<file path="src/rtl/lbm_pkg.sv">
// Shared types for the LBM step datapath: sequencer state encoding and mux select width.
// No logic; types and constants only.
// Imported by every block that touches the final-address mux.
package lbm_pkg;

    // Width of the final-address mux select (11 sources fit in 4 bits).
    localparam int SEL_W = 4;

    typedef enum logic [1:0] {
        IDLE   = 2'd0,
        ISSUE  = 2'd1,
        COMMIT = 2'd2,
        DONE   = 2'd3
    } seq_state_t;

endpackage

</file>
<file path="src/rtl/fin_addr_seq.sv">
// Walks final-address mux sources 0..NUM_SRC-1 for every lattice node, one memory request per source.
// Latency: first request 1 cycle after start; NUM_SRC+1 cycles per node when unstalled; done 1 cycle after last commit.
// Backpressure: mem_ready low holds select/node_idx and req_valid indefinitely; abort returns to IDLE from any state.
module fin_addr_seq
    import lbm_pkg::*;
#(
    parameter  int NUM_SRC    = 11,
    parameter  int NODE_COUNT = 64,
    localparam int NODE_W     = (NODE_COUNT > 1) ? $clog2(NODE_COUNT) : 1
) (
    input  logic              Clk,
    input  logic              Reset_n,
    input  logic              start,
    input  logic              abort,
    input  logic              mem_ready,
    output logic [SEL_W-1:0]  select,
    output logic              req_valid,
    output logic [NODE_W-1:0] node_idx,
    output logic              commit,
    output logic              busy,
    output logic              done
);

    localparam logic [SEL_W-1:0]  LAST_SEL  = SEL_W'(NUM_SRC - 1);
    localparam logic [NODE_W-1:0] LAST_NODE = NODE_W'(NODE_COUNT - 1);

    seq_state_t        state;
    seq_state_t        state_nxt;
    logic [SEL_W-1:0]  sel_nxt;
    logic [NODE_W-1:0] node_nxt;

    // State and both counters advance together so select/node_idx stay aligned with the state.
    always_ff @(posedge Clk or negedge Reset_n) begin
        if (!Reset_n) begin
            state    <= IDLE;
            select   <= '0;
            node_idx <= '0;
        end else begin
            state    <= state_nxt;
            select   <= sel_nxt;
            node_idx <= node_nxt;
        end
    end

    // Next-state and counter update; abort overrides everything, including a same-cycle handshake.
    always_comb begin
        state_nxt = state;
        sel_nxt   = select;
        node_nxt  = node_idx;
        if (abort) begin
            state_nxt = IDLE;
            sel_nxt   = '0;
            node_nxt  = '0;
        end else begin
            case (state)
                IDLE: begin
                    if (start) begin
                        state_nxt = ISSUE;
                        sel_nxt   = '0;
                        node_nxt  = '0;
                    end
                end
                ISSUE: begin
                    if (mem_ready) begin
                        if (select == LAST_SEL) begin
                            // Last source accepted: select holds through the commit cycle.
                            state_nxt = COMMIT;
                        end else begin
                            sel_nxt = select + SEL_W'(1);
                        end
                    end
                end
                COMMIT: begin
                    if (node_idx == LAST_NODE) begin
                        state_nxt = DONE;
                    end else begin
                        state_nxt = ISSUE;
                        node_nxt  = node_idx + NODE_W'(1);
                        sel_nxt   = '0;
                    end
                end
                DONE: begin
                    state_nxt = IDLE;
                    sel_nxt   = '0;
                    node_nxt  = '0;
                end
                default: begin
                    state_nxt = IDLE;
                    sel_nxt   = '0;
                    node_nxt  = '0;
                end
            endcase
        end
    end

    // Outputs decoded purely from the registered state, so they are glitch-free and input-independent.
    always_comb begin
        req_valid = (state == ISSUE);
        commit    = (state == COMMIT);
        done      = (state == DONE);
        busy      = (state != IDLE);
    end

endmodule
</file>
<file path="config.mk">
export PLATFORM = sky130hd
export DESIGN_NAME = fin_addr_seq
export DESIGN_NICKNAME = d
export VERILOG_FILES = /design/src/rtl/lbm_pkg.sv /design/src/rtl/fin_addr_seq.sv
export SDC_FILE = /design/constraint.sdc
export NUM_CORES = 1
export LEC_CHECK = 0
export CAP_MARGIN = 20
export CORE_ASPECT_RATIO = 2
export CORE_MARGIN = 1.5
export CORE_UTILIZATION = 30
export CTS_CLUSTER_SIZE = 10
export DETAILED_ROUTE_END_ITERATION = 12
export PLACE_DENSITY = 0.61
export SYNTH_ARGS = -nofsm -noshare
export SYNTH_HDL_FRONTEND = slang
export SYNTH_SLANG_ARGS = --single-unit
export TNS_END_PERCENT = 100
</file>
<file path="constraint.sdc">
create_clock -name Clk -period 1.7 [get_ports Clk]
set_clock_uncertainty 0.2 [all_clocks]
set_input_delay 0.17 -clock Clk [delete_from_list [all_inputs] [get_ports Clk]]
set_output_delay 0.17 -clock Clk [all_outputs]
set_load 0.005 [all_outputs]
</file>
* Word level (Yosys, flattened, before mapping) *
Cells that the tools add are included.

storage, ports and cells
  register bits after elaboration = 12
  input bits = 5
  output and inout bits = 14

operators by class
  reductions and logical operators = 6
  equal/unequal tests = 10
  mux-type cells = 16
  add/subtract/negate cells = 2

operators with widths
  kind                 number
  $mux 4               5
  $mux 6               3
  $pmux 6 s3           1
  $pmux 4 s4           1
  $ne 3x3->1 const B   4
  $mux 2               5
  $pmux 2 s4           1
  $add 6x1->6 const B  1
  $eq 6x6->1 const B   1
  $reduce_and 3->1     2
  $add 4x1->4 const B  1
  $eq 2x2->1 const B   2
  $eq 4x4->1 const B   1
  $reduce_and 4->1     1
  $reduce_bool 4->1    1
  $ne 3x2->1 const B   1
  $eq 2x1->1 const B   1
  $logic_not 2->1      1
  $reduce_bool 2->1    1

* Logic depth before layout (Yosys ltp) *
  word-level depth = 5
  mapped depth = 6
  gate-level depth less buffers = 6

* Worst setup path before layout *
OpenSTA, ideal clock, no wires.

  path kind = reg2reg
  from = register state[1]
  to = register select[2]
  cell stages (with the launch flop) = 7
  setup time = 0.078 ns
  required time = 1.422 ns
  data arrival time = 1.640 ns
  path slack = -0.218 ns
  buffers on the path = 0
  cell sequence = dfrtp_1 > inv_1 > ha_1 > inv_1 > o21ai_1 > or4_1 > a21oi_1

on the way
  cells in the longest elaborated chain, start to end = 3
  elaborated cells on any way between the ends = 11
  those cells by class = eq/ne (7); mux (2); reduce/logical (2)

ends and longest elaborated chain
  what                                                                RTL line            text
  start, declared                                                     fin_addr_seq.sv:27  seq_state_t state;
  start signal, assigned                                              fin_addr_seq.sv:39  state <= state_nxt;
  $eq 2x1->1 *                                                        --
  named net req_valid                                                 fin_addr_seq.sv:17  output logic req_valid,
  $ne 3x3->1 (no source line) / $pmux 4 s4 (equally long branches)    --
  $reduce_and 4->1 (no source line) / $mux 4 (equally long branches)  --
  end signal, assigned                                                fin_addr_seq.sv:40  select <= sel_nxt;
  end, declared                                                       fin_addr_seq.sv:16  output logic [SEL_W-1:0] select,

Mark *: on every way through the listed nets, which the timed path passes. The rest lies on a longest branch.
A chain may end at the register's enable or synchronous reset.

* Final worst setup path *
  from = register state[0]
  to = register select[2]

on the way
  cells in the longest elaborated chain, start to end = 3
  elaborated cells on any way between the ends = 11
  those cells by class = eq/ne (7); mux (2); reduce/logical (2)

ends and longest elaborated chain
  what                                                                RTL line            text
  $eq 2x2->1, or another cell as far along                            fin_addr_seq.sv:55  case (state)
  $ne 3x3->1 (no source line) / $pmux 4 s4 (equally long branches)    --
  $reduce_and 4->1 (no source line) / $mux 4 (equally long branches)  --

Several ways; a longest one is shown, not always the timed one.

==> impl_metrics.py <==
metrics = {
    "critical_path": {
        "r2r_setup_slack_ns": -0.11,
        "worstReg2RegEnd": "select[2]",
        "rr_worst_depth": 6,
        "critPathCaptureType": "flip-flop",
        "cp.arrival_ns": 1.78,
        "crit_type": "flip-flop to flip-flop",
        "worstPathRequired_ns": 1.67,
        "path_max_fanout": 5,
        "setup.worst_path.start_class": "flip-flop",
        "r2r_start": "state[0]",
    },
    "drt": {
        "antenna_left": 0,
        "drt-total-wl_um": 2580,
        "drt-wirelength-per-cell_um": 14.91,
        "firstDrtPassIters": 4,
        "drt_iter0_drc": 3,
        "drcViolationCount": 0,
        "vias": 918,
        "vias_per_cell": 5.306,
    },
    "pwr": {
        "power_mw": 1.625,
        "power_density_mw_per_mm2": 1048,
        "p_leak_nw": 0.7061,
        "ir_drop_uv": 738.0,
    },
    "sta": {
        "rsz0062_at_grt": "yes",
        "fin_crit_sh_pct": 106.7,
        "fmax_mhz": 551.4,
        "setup_viol": 5,
        "relSlewSlack_pct": 74.10,
        "slew_violations": 0,
        "tns_ns": -0.2644,
        "post-route-min-period_ns": 1.813,
        "worst_pin_slew_ns": 0.3868,
        "setup_slack_ns": -0.1135,
        "hold_viol": 0,
    },
    "cells_and_area": {
        "multi_input_area_um2": 698.2,
        "drive_gt1_share_pct": 47.22,
        "nNetsFinal": 158,
        "area.growth.synth_to_final_pct": 82.21,
        "fillers": 229,
        "n_antenna_cell": 0,
        "design_area_mm2": 0.001550,
        "register_area_um2": 301.5,
    },
    "synth": {
        "seq_area_frac_synth_pct": 35.29,
        "synth_xor_area_share_pct": 1.029,
        "synth_nets": 106,
        "syn_area_um2": 850.8,
        "post_synth.cell_area_avg_um2": 9.149,
        "yosys_warnings": 0,
        "syn_inst": 93,
        "synth_top_family_by_area": "simple AND/OR/NAND/NOR gates",
        "synth_fa_ha_area_share_pct": 11.76,
        "synth_mux_area_share_pct": 0,
        "synth_compound_area_share_pct": 21.03,
        "synthSimpleGateAreaFrac_pct": 27.79,
        "ys_ff_latch": 12,
        "ys_types": 31,
    },
    "clocking": {
        "max-clock-path-buffers": 2,
        "clock_latency_ns": 0.24,
        "cts.sinks": 12,
        "root_buffer": "clkbuf_8",
        "htree_levels": 1,
        "clkTransAtPathRegs_ns": 0.06,
        "cts_made_buffers": 3,
        "cts_tree": "yes",
    },
    "placement": {
        "gp_congestion": 0.8736,
        "hpwl_um": 1980,
        "place_area_mm2": 0.001331,
        "portBuffers": 18,
    },
    "floorplan": {
        "coreArea_mm2": 0.002736,
        "num_io_pins": 19,
        "start_util_pct": 31.09,
        "dieArea_mm2": 0.003184,
        "dieWidth_um": 40.66,
        "die_h_um": 78.31,
        "row_count": 27,
    },
    "global_route": {
        "met1_usage_pct": 18.97,
        "busiest_layer": "met2",
        "overflow": 0,
        "grt_pass1_wl_um": 4202,
        "use_met3_pct": 1.695,
        "grt_max_degree": 9,
        "use_met2_pct": 34.76,
        "grt_pass1_vias": 942,
        "antenna_found_initial": 0,
        "grt_usage_pct": 18.66,
    },
    "worst_hold_path": {
        "holdPathStages": 1,
        "hold_path_end": "node_idx[5]",
        "worstHoldStart": "node_idx[5]",
        "hp-class": "flip-flop to flip-flop",
    },
    "run": {
        "drv_cap": 0,
    },
    "outcome": {
        "status": "finished, violations left",
        "violations": "negative setup slack",
    },
}
## worst max-delay path, cell delays in order, from the launching register on
cell and delay [ns]:
dfrtp_2 0.45, buf_12 0.14, ha_4 0.17, inv_4 0.06
o21ai_4 0.06, or4_4 0.53, a21oi_2 0.13
## Yosys cell counts
library cell  count  share of area, %
nor3_1            3               1.8
a31oi_1           4               2.9
or4_1             2               1.8
a21oi_2           1               1.0
a21oi_1           2               1.2
nand2_1           4               1.8
nand3_1           9               5.3
nand4b_1          2               2.1
xnor2_1           1               1.0
a31o_1            1               1.0
clkbuf_1          1              0.44
nor2b_1           1              0.74
and2_1            2               1.5
and3b_4           1               1.5
nand3_2           1               1.2
a21boi_1          1              0.88
o211ai_1          1              0.88
o21ai_1           2               1.2
o31ai_1           8               7.1
a211o_1           1               1.0
o21ai_0           5               2.9
nand2b_1          5               3.7
and3_1            1              0.74
or3_4             1               1.3
nor2_1            4               1.8
ha_1              8                12
nor3_2            1               1.2
o21a_1            1              0.88
dfrtp_1          12                35
nand2b_4          1               1.6
inv_1             6               2.6
## cell families after synthesis
family	count (synthesis)
buffers and inverters	7
and+or+nand+nor	38
adders and majority gates	8
xor gates and xnor gates	1
AOI/OAI and AO/OA	27
DFF	12
## state kept, by name, indices dropped and copies added, names as in the netlist
signal,count
select,4
state,2
node_idx,6
## power by group
group	internal, mW	switching [mW]
registers	0.316	0.0364
logic	0.521	0.434
clock network	0.205	0.113
total	1.04	0.583
## repair_timing
item | in CTS | in global routing
resized for setup | 21 | 16
buffers inserted | 2 | 2
hold endpoints to repair | 4 | 0
setup endpoints to repair | 14 | 13
hold buffers | 1 | 0
pin swaps | 7 | 4
## layout by cell type, fill, tap and decap left out, types with 6 or more instances in the layout
cell	instances
dfrtp_1	11
clkdlybuf4s50_1	12
buf_4	27
nand3_1	8
ha_4	6
o31ai_1	7
## worst max-delay path by stage
stage / from / endpoint / slack (ns)
6_report: state[0] / select[2] / -0.11
4_1_cts: state[0] / select[2] / -0.12
3_5_place_dp: state[1] / node_idx[1] / -0.17
2_1_floorplan: select[0] / select[0] / -0.04
3_3_place_gp: state[1] / node_idx[1] / -0.12
5_1_grt: select[0] / select[0] / -0.16
## cell type report
cell class | count | area share [%]
multi-input cells | 74 | 45.04
repair buffers | 48 | 27.84
flip-flops and latches | 12 | 19.45
clock buffers | 4 | 3.551
well taps | 29 | 2.341
inverters | 6 | 1.776
## stage by stage
stage	std cells	util, %	hold slack, ns	setup slack (ns)
3_3_place_gp	164	48.65	0.2230	-0.1180
5_1_grt	173	56.65	0.3625	-0.1624
4_1_cts	171	54.00	0.3368	-0.1213
2_1_floorplan	93	-	-0.3256	-0.03852
3_5_place_dp	164	48.65	0.2319	-0.1741
6_report	173	56.65	0.3294	-0.1135
## per-layer routing
metal / wire length (um) / vias to the layer above
met4: 40 / 0
met5: 0 / -
met3: 46 / 2
met2: 1550 / 19
met1: 942 / 449
li1: - / 448
Note: power is estimated with default switching activity, not from simulation.
